[src/rtl/mempipe_ctrl_pkg.sv]
// Shared types and constants for the memory-pipeline controller.
//
// Contents:
//   - Requester index constants (STQ, LDQ, fill buffer) and default sizes.
//   - t_nuke_pkt        : flush broadcast; the controller uses only .valid.
//   - t_mempipe_arb     : the packet a requester hands to the pipe at mm0.
//   - t_mempipe_action  : what mm5 tells the requester to do with its op.
//   - t_mempipe_stage   : one pipe stage (valid bit + packet).
//   - find_first        : one-hot of the lowest set bit of a vector.
package mempipe_ctrl_pkg;

    localparam int MEMPIPE_REQ_STQ      = 0;
    localparam int MEMPIPE_REQ_LDQ      = 1;
    localparam int MEMPIPE_REQ_FB       = 2;
    localparam int MEMPIPE_NREQS        = 3;
    localparam int MEMPIPE_STARVE_LIMIT = 8;

    // Widest requester vector find_first handles; NREQS must not exceed it.
    localparam int MEMPIPE_MAX_REQS     = 8;

    typedef struct packed {
        logic       valid;
        logic [5:0] rob_id;
    } t_nuke_pkt;

    typedef struct packed {
        logic [1:0]  src;
        logic        is_store;
        logic [14:0] addr;
        logic [3:0]  id;
    } t_mempipe_arb;

    typedef struct packed {
        logic complete;
        logic recycle;
    } t_mempipe_action;

    typedef struct packed {
        logic         valid;
        t_mempipe_arb pkt;
    } t_mempipe_stage;

    // Two's-complement trick: vec & -vec isolates the lowest set bit.
    function automatic logic [MEMPIPE_MAX_REQS-1:0] find_first(
        input logic [MEMPIPE_MAX_REQS-1:0] vec
    );
        return vec & (~vec + MEMPIPE_MAX_REQS'(1));
    endfunction

endpackage

[src/rtl/mempipe_ctrl_starve_arb.sv]
// mempipe_starve_arb: fixed-priority arbiter with per-requester starvation
// counters.
//
// Ports:
//   clk, reset  : clock, asynchronous active-low reset
//   req [NREQS] : per-requester request
//   block       : suppresses every grant this cycle
//   gnt [NREQS] : one-hot grant, combinational from req/block/counters
//
// Lowest index wins normally. A requester denied for STARVE_LIMIT
// consecutive requesting cycles (blocked cycles included) becomes starved;
// the lowest-index starved requester then beats everyone else.
module mempipe_starve_arb
    import mempipe_ctrl_pkg::*;
#(
    parameter int NREQS        = MEMPIPE_NREQS,
    parameter int STARVE_LIMIT = MEMPIPE_STARVE_LIMIT
) (
    input  logic             clk,
    input  logic             reset,
    input  logic [NREQS-1:0] req,
    input  logic             block,
    output logic [NREQS-1:0] gnt
);

    localparam int              CNT_W   = $clog2(STARVE_LIMIT + 1);
    localparam logic [CNT_W-1:0] CNT_MAX = CNT_W'(STARVE_LIMIT);

    logic [NREQS-1:0][CNT_W-1:0]  cnt_q;
    logic [NREQS-1:0][CNT_W-1:0]  cnt_d;
    logic [NREQS-1:0]             starved;
    logic [MEMPIPE_MAX_REQS-1:0]  pick_vec;
    logic [MEMPIPE_MAX_REQS-1:0]  pick_onehot;
    logic                         unused_pick;

    // Bits above NREQS are always zero; fold them so nothing dangles.
    assign unused_pick = ^pick_onehot;

    always_comb begin
        starved     = '0;
        pick_vec    = '0;
        pick_onehot = '0;
        gnt         = '0;
        cnt_d       = cnt_q;

        // Only a requester that is still asking can win as starved.
        for (int i = 0; i < NREQS; i++) begin
            starved[i] = req[i] && (cnt_q[i] == CNT_MAX);
        end

        pick_vec[NREQS-1:0] = (|starved) ? starved : req;
        pick_onehot         = find_first(pick_vec);
        gnt                 = block ? '0 : pick_onehot[NREQS-1:0];

        for (int i = 0; i < NREQS; i++) begin
            if (!req[i] || gnt[i]) begin
                cnt_d[i] = '0;
            end else if (cnt_q[i] != CNT_MAX) begin
                cnt_d[i] = cnt_q[i] + CNT_W'(1);
            end
        end
    end

    always_ff @(posedge clk or negedge reset) begin
        if (!reset) begin
            cnt_q <= '0;
        end else begin
            cnt_q <= cnt_d;
        end
    end

endmodule

[src/rtl/mempipe_ctrl.sv]
// mempipe_ctrl: memory-pipeline front end and stage control.
//
// Ports:
//   clk, reset        : clock, asynchronous active-low reset
//   nuke_rb1          : flush; .valid clears mm1..mm5 at the edge
//   req_mm0           : per-requester request (0=STQ, 1=LDQ, 2=FB)
//   req_pkt_mm0       : per-requester packet
//   gnt_mm0           : one-hot grant, combinational
//   block_mm0         : tag array busy, no grant this cycle
//   hit_mm4           : tag hit for the op currently in mm4
//   pipe_valid_mm5    : registered mm5 valid
//   pipe_req_pkt_mm5  : registered mm5 packet
//   pipe_action_mm5   : registered mm5 action (complete / recycle)
//   idle              : no valid op in mm1..mm5
//
// The pipe never stalls: every stage shifts every cycle, so a grant in
// cycle N is broadcast at mm5 in cycle N+5.
module mempipe_ctrl
    import mempipe_ctrl_pkg::*;
#(
    parameter int NREQS        = MEMPIPE_NREQS,
    parameter int STARVE_LIMIT = MEMPIPE_STARVE_LIMIT
) (
    input  logic             clk,
    input  logic             reset,
    input  t_nuke_pkt        nuke_rb1,
    input  logic [NREQS-1:0] req_mm0,
    input  t_mempipe_arb     req_pkt_mm0 [NREQS],
    output logic [NREQS-1:0] gnt_mm0,
    input  logic             block_mm0,
    input  logic             hit_mm4,
    output logic             pipe_valid_mm5,
    output t_mempipe_arb     pipe_req_pkt_mm5,
    output t_mempipe_action  pipe_action_mm5,
    output logic             idle
);

    t_mempipe_stage [5:1] stage_q;
    t_mempipe_stage [5:1] stage_d;
    t_mempipe_action      action_q;
    t_mempipe_action      action_d;
    t_mempipe_arb         gnt_pkt;
    logic                 unused_nuke;

    assign unused_nuke = ^nuke_rb1.rob_id;

    mempipe_starve_arb #(
        .NREQS        (NREQS),
        .STARVE_LIMIT (STARVE_LIMIT)
    ) u_arb (
        .clk   (clk),
        .reset (reset),
        .req   (req_mm0),
        .block (block_mm0),
        .gnt   (gnt_mm0)
    );

    always_comb begin
        gnt_pkt  = '0;
        stage_d  = '0;
        action_d = '0;

        for (int i = 0; i < NREQS; i++) begin
            if (gnt_mm0[i]) begin
                gnt_pkt = req_pkt_mm0[i];
            end
        end

        // A grant in a nuke cycle is still visible to the requester but is
        // not allowed into mm1.
        stage_d[1].valid = (|gnt_mm0) && !nuke_rb1.valid;
        stage_d[1].pkt   = gnt_pkt;
        for (int s = 2; s <= 5; s++) begin
            stage_d[s].valid = stage_q[s-1].valid && !nuke_rb1.valid;
            stage_d[s].pkt   = stage_q[s-1].pkt;
        end

        action_d.complete = stage_d[5].valid && hit_mm4;
        action_d.recycle  = stage_d[5].valid && !hit_mm4;
    end

    always_ff @(posedge clk or negedge reset) begin
        if (!reset) begin
            stage_q  <= '0;
            action_q <= '0;
        end else begin
            stage_q  <= stage_d;
            action_q <= action_d;
        end
    end

    assign pipe_valid_mm5   = stage_q[5].valid;
    assign pipe_req_pkt_mm5 = stage_q[5].pkt;
    assign pipe_action_mm5  = action_q;
    assign idle             = ~(stage_q[1].valid | stage_q[2].valid | stage_q[3].valid |
                                stage_q[4].valid | stage_q[5].valid);

endmodule

[config.mk]
export PLATFORM = sky130hd
export DESIGN_NAME = mempipe_ctrl
export DESIGN_NICKNAME = d
export VERILOG_FILES = /design/src/rtl/mempipe_ctrl_pkg.sv /design/src/rtl/mempipe_ctrl_starve_arb.sv /design/src/rtl/mempipe_ctrl.sv
export SDC_FILE = /design/constraint.sdc
export NUM_CORES = 1
export LEC_CHECK = 0
export CAP_MARGIN = 25
export CORE_MARGIN = 1.5
export CORE_UTILIZATION = 30
export CTS_CLUSTER_DIAMETER = 80
export CTS_CLUSTER_SIZE = 30
export DETAILED_ROUTE_END_ITERATION = 12
export HOLD_SLACK_MARGIN = 0.05
export PLACE_DENSITY = 0.61
export SETUP_SLACK_MARGIN = 0.1
export SLEW_MARGIN = 10
export SYNTH_ARGS = -nofsm -noshare
export SYNTH_HDL_FRONTEND = slang
export SYNTH_SLANG_ARGS = --single-unit
[constraint.sdc]
create_clock -name clk -period 2.3 [get_ports clk]
set_input_delay 0.23 -clock clk [delete_from_list [all_inputs] [get_ports clk]]
set_output_delay 0.23 -clock clk [all_outputs]
set_load 0.02 [all_outputs]
==> impl_metrics.py <==
metrics = {
    "run_status": {
        "status": "finished, final reports clean",
    },
    "sta": {
        "finClkSkew_ns": 0.00611,
        "final_max_slew_viol_count": 0,
        "slew_headroom_pct": 63.8,
        "tightest_slew_ns": 0.543,
        "fin_crit_ns": 2.12,
        "rsz0062_at_grt": "true",
        "clock.fmax_ghz": 0.471,
        "hold_viol": 0,
        "setup_viol": 0,
        "tns_ns": 0,
        "fin_crit_sh_pct": 92.3,
    },
    "place": {
        "io_buffer_count": 102,
        "gp_congestion": 0.790,
        "dpl.hpwl_um": 5720,
    },
    "global_routing": {
        "antenna_found_initial": 0,
        "grt_max_degree": 40,
        "grt_pass1_vias": 2656,
        "grt_overflow": 0,
        "grt_pass1_wl_um": 13600,
        "grt_usage_pct": 12.0,
    },
    "route": {
        "drtIter0Drc": 149,
        "routed_via_density": 4.31,
        "antenna_left": 0,
        "wl_per_cell_um": 14.5,
        "vias": 2467,
        "drt-pass1-iter-count": 4,
        "drc": 0,
        "routed_wl_um": 8320,
    },
    "synthesis": {
        "ys_ff_latch": 129,
        "yosys.area.top_type": "dfrtp_1",
        "ys_warn_count": 0,
        "syn_nets": 361,
        "synthArstFlopShare_pct": 100,
        "synth.top_cell.area_share_pct": 73.9,
        "synthesis.area_um2": 4370,
        "syn_inst": 275,
        "ys_seq_area_share_pct": 73.9,
        "synthFlopType": "dfrtp_1",
        "synthTopCellsByArea": "dfrtp_1, a221o_1, buf_4",
        "avgSynthCellArea_um2": 15.9,
        "synth_edf_count": 0,
        "yosysUniqueCellTypes": 36,
    },
    "clocking": {
        "clock-sinks": 129,
        "clk_latency_ns": 0.40,
        "cts_max_path_buffers": 2,
        "ctsRootBufferMaster": "clkbuf_16",
        "htreeDepth": 4,
        "tritoncts": "done",
        "clk_pin_slew_ns": 0.06,
        "cts_buffers": 17,
    },
    "power_and_ir_drop": {
        "power_switching_w": 0.00126,
        "total_power_w": 0.00554,
        "p_per_area_nw_per_um2": 909,
        "swShare_pct": 22.8,
        "p_clk_share_pct": 47.9,
        "seq_power_share_pct": 44.4,
        "pwr-share-comb_pct": 7.6,
        "p_leak_nw": 2.80,
        "intPower_w": 0.00428,
        "peakVddDrop_v": 0.000474,
    },
    "floorplanning": {
        "die_y_um": 124,
        "rows": 43,
        "initial_core_util_pct": 31.1,
        "die_area_um2": 15300,
        "die_w_um": 124,
        "io-pin-count": 109,
        "core_um2": 14000,
    },
    "worst_setup_path": {
        "reg2reg_depth": 8,
        "slowest_stage": "dfrtp_1",
        "required_ns": 2.07,
        "crit_fanout": 3,
        "critPathArrivalTime_ns": 1.89,
        "cp-start-kind": "flip-flop",
        "end_kind": "primary output",
        "critical_path_class": "reg -> out",
        "cpPeakStageDelay_ns": 0.39,
        "cp_cell_sequence": "inv_1 -> ha_2 -> nand4b_1 -> a21oi_2 -> nor2_1 -> dlygate4sd2_1",
    },
    "cells_and_area": {
        "drive_gt1_share_pct": 15.5,
        "insertedDiodeCount": 0,
        "area_growth_pct": 39.5,
        "fin_nets": 466,
        "final_core_util_pct": 43.4,
    },
    "flow_run": {
        "drv_cap": 0,
    },
    "worst_hold_path": {
        "worstHoldPathType": "reg -> reg",
        "min_path_cells": 0,
    },
}
==> repair_timing <==
action / CTS / global route
setup buffers: 0 / 3
hold buffers: 1 / 0
endpoints found under the hold margin: 36 / 0
pin swaps: 1 / 2
endpoints found under the setup margin: 4 / 2
gates resized for setup: 10 / 1
==> per-stage QoR <==
step,instances,hold slack [ns],instance area (um^2),setup WS (ns)
floorplan,275,-0.0656,4370,0.585
global placement,537,0.243,5480,0.119
detailed placement,537,0.255,5480,0.115
CTS,570,0.341,6070,0.103
global route,573,0.349,6100,0.0686
finish,573,0.341,6100,0.177
==> layout by cell type (no fill, tap or decap), types with 2 or more instances in the layout <==
cell type	instances
nor3_1	3
nand4b_1	2
clkinv_4	4
buf_2	2
clkbuf_16	17
buf_12	2
xor2_1	3
a21oi_1	2
nor2_1	5
inv_6	6
nor3b_1	22
dfrtp_1	129
nand3_1	5
ha_1	5
inv_1	11
and3_2	3
clkdlybuf4s50_1	97
o21ai_0	2
o211ai_1	2
nand3b_1	2
a221o_1	22
nor2b_1	5
buf_4	12
dlygate4sd2_1	2
xnor2_1	5
bufinv_16	2
==> worst max-delay path: cells and delay by family (launching register included) <==
kind | cells | cell delay, ns
fa+ha+maj | 1 | 0.22
simple gates | 2 | 0.25
buf+inv | 2 | 0.43
flops | 1 | 0.39
compound gates | 1 | 0.19
==> metal layers <==
metal  GRT usage, %  wire, um  up-vias
met3           3.62       273       12
met4           5.24       141        0
met1           14.6      3550     1255
met5              0         0        -
met2           19.6      4360       52
li1               -         -     1148
==> worst paths after layout <==
path,startpoint,end,slack [ns]
setup / recovery,u_arb.cnt_q[8],gnt_mm0[1],0.18
max in group asynchronous,reset,stage_d[48],1.25
setup reg to reg,u_arb.cnt_q[8],stage_d[27],0.29
hold reg to reg,stage_d[77],stage_d[100],0.34
hold / removal,stage_d[77],stage_d[100],0.34
min in group asynchronous,reset,stage_q[91],0.35
==> flip-flops by register name, indices dropped and copies added, names as in the netlist <==
signal            cells
stage_d              88
pipe_action_mm5       2
u_arb.cnt_q          12
stage_q               4
pipe_valid_mm5        1
pipe_req_pkt_mm5     22
==> cell usage after synthesis (all sizes together), types with 2 or more instances <==
cell,number
a21oi,3
a221o,22
and3,3
buf,30
dfrtp,129
ha,6
inv,12
nand3,5
nand3b,3
nand4b,2
nor2,5
nor2b,5
nor3,3
nor3b,22
o211ai,3
o21ai,3
xnor2,5
xor2,3
==> power groups by stage <==
stage                     Sequential, W  Combinational, W  Clock, W
after floorplan                 0.00249          0.000194         0
after global placement          0.00250          0.000421         0
after detailed placement        0.00251          0.000428         0
after CTS                       0.00247          0.000427   0.00272
after global routing            0.00248          0.000464   0.00285
final                           0.00246          0.000423   0.00266
==> final cells by class <==
class / count / area [um^2]
clock buffer: 17 / 425
multi-input combinational: 104 / 862
tap: 180 / 225
timing repair buffer: 116 / 1140
clock inverter: 15 / 171
inverter: 12 / 45.0
fill: 1267 / 7950
sequential: 129 / 3230
==> logic make-up (layout without fill, tap and decap cells) <==
| kind of cell | count (synthesis) | in the layout | share of synthesized area [%] |
|---|---|---|---|
| compound gates | 34 | 34 | 7.39 |
| xor+xnor | 8 | 8 | 1.60 |
| fa+ha+maj | 6 | 6 | 1.72 |
| buf+inv | 42 | 160 | 6.47 |
| flops | 129 | 129 | 73.9 |
| simple gates | 56 | 56 | 8.96 |
No activity file was read; power rests on OpenSTA's default activity.
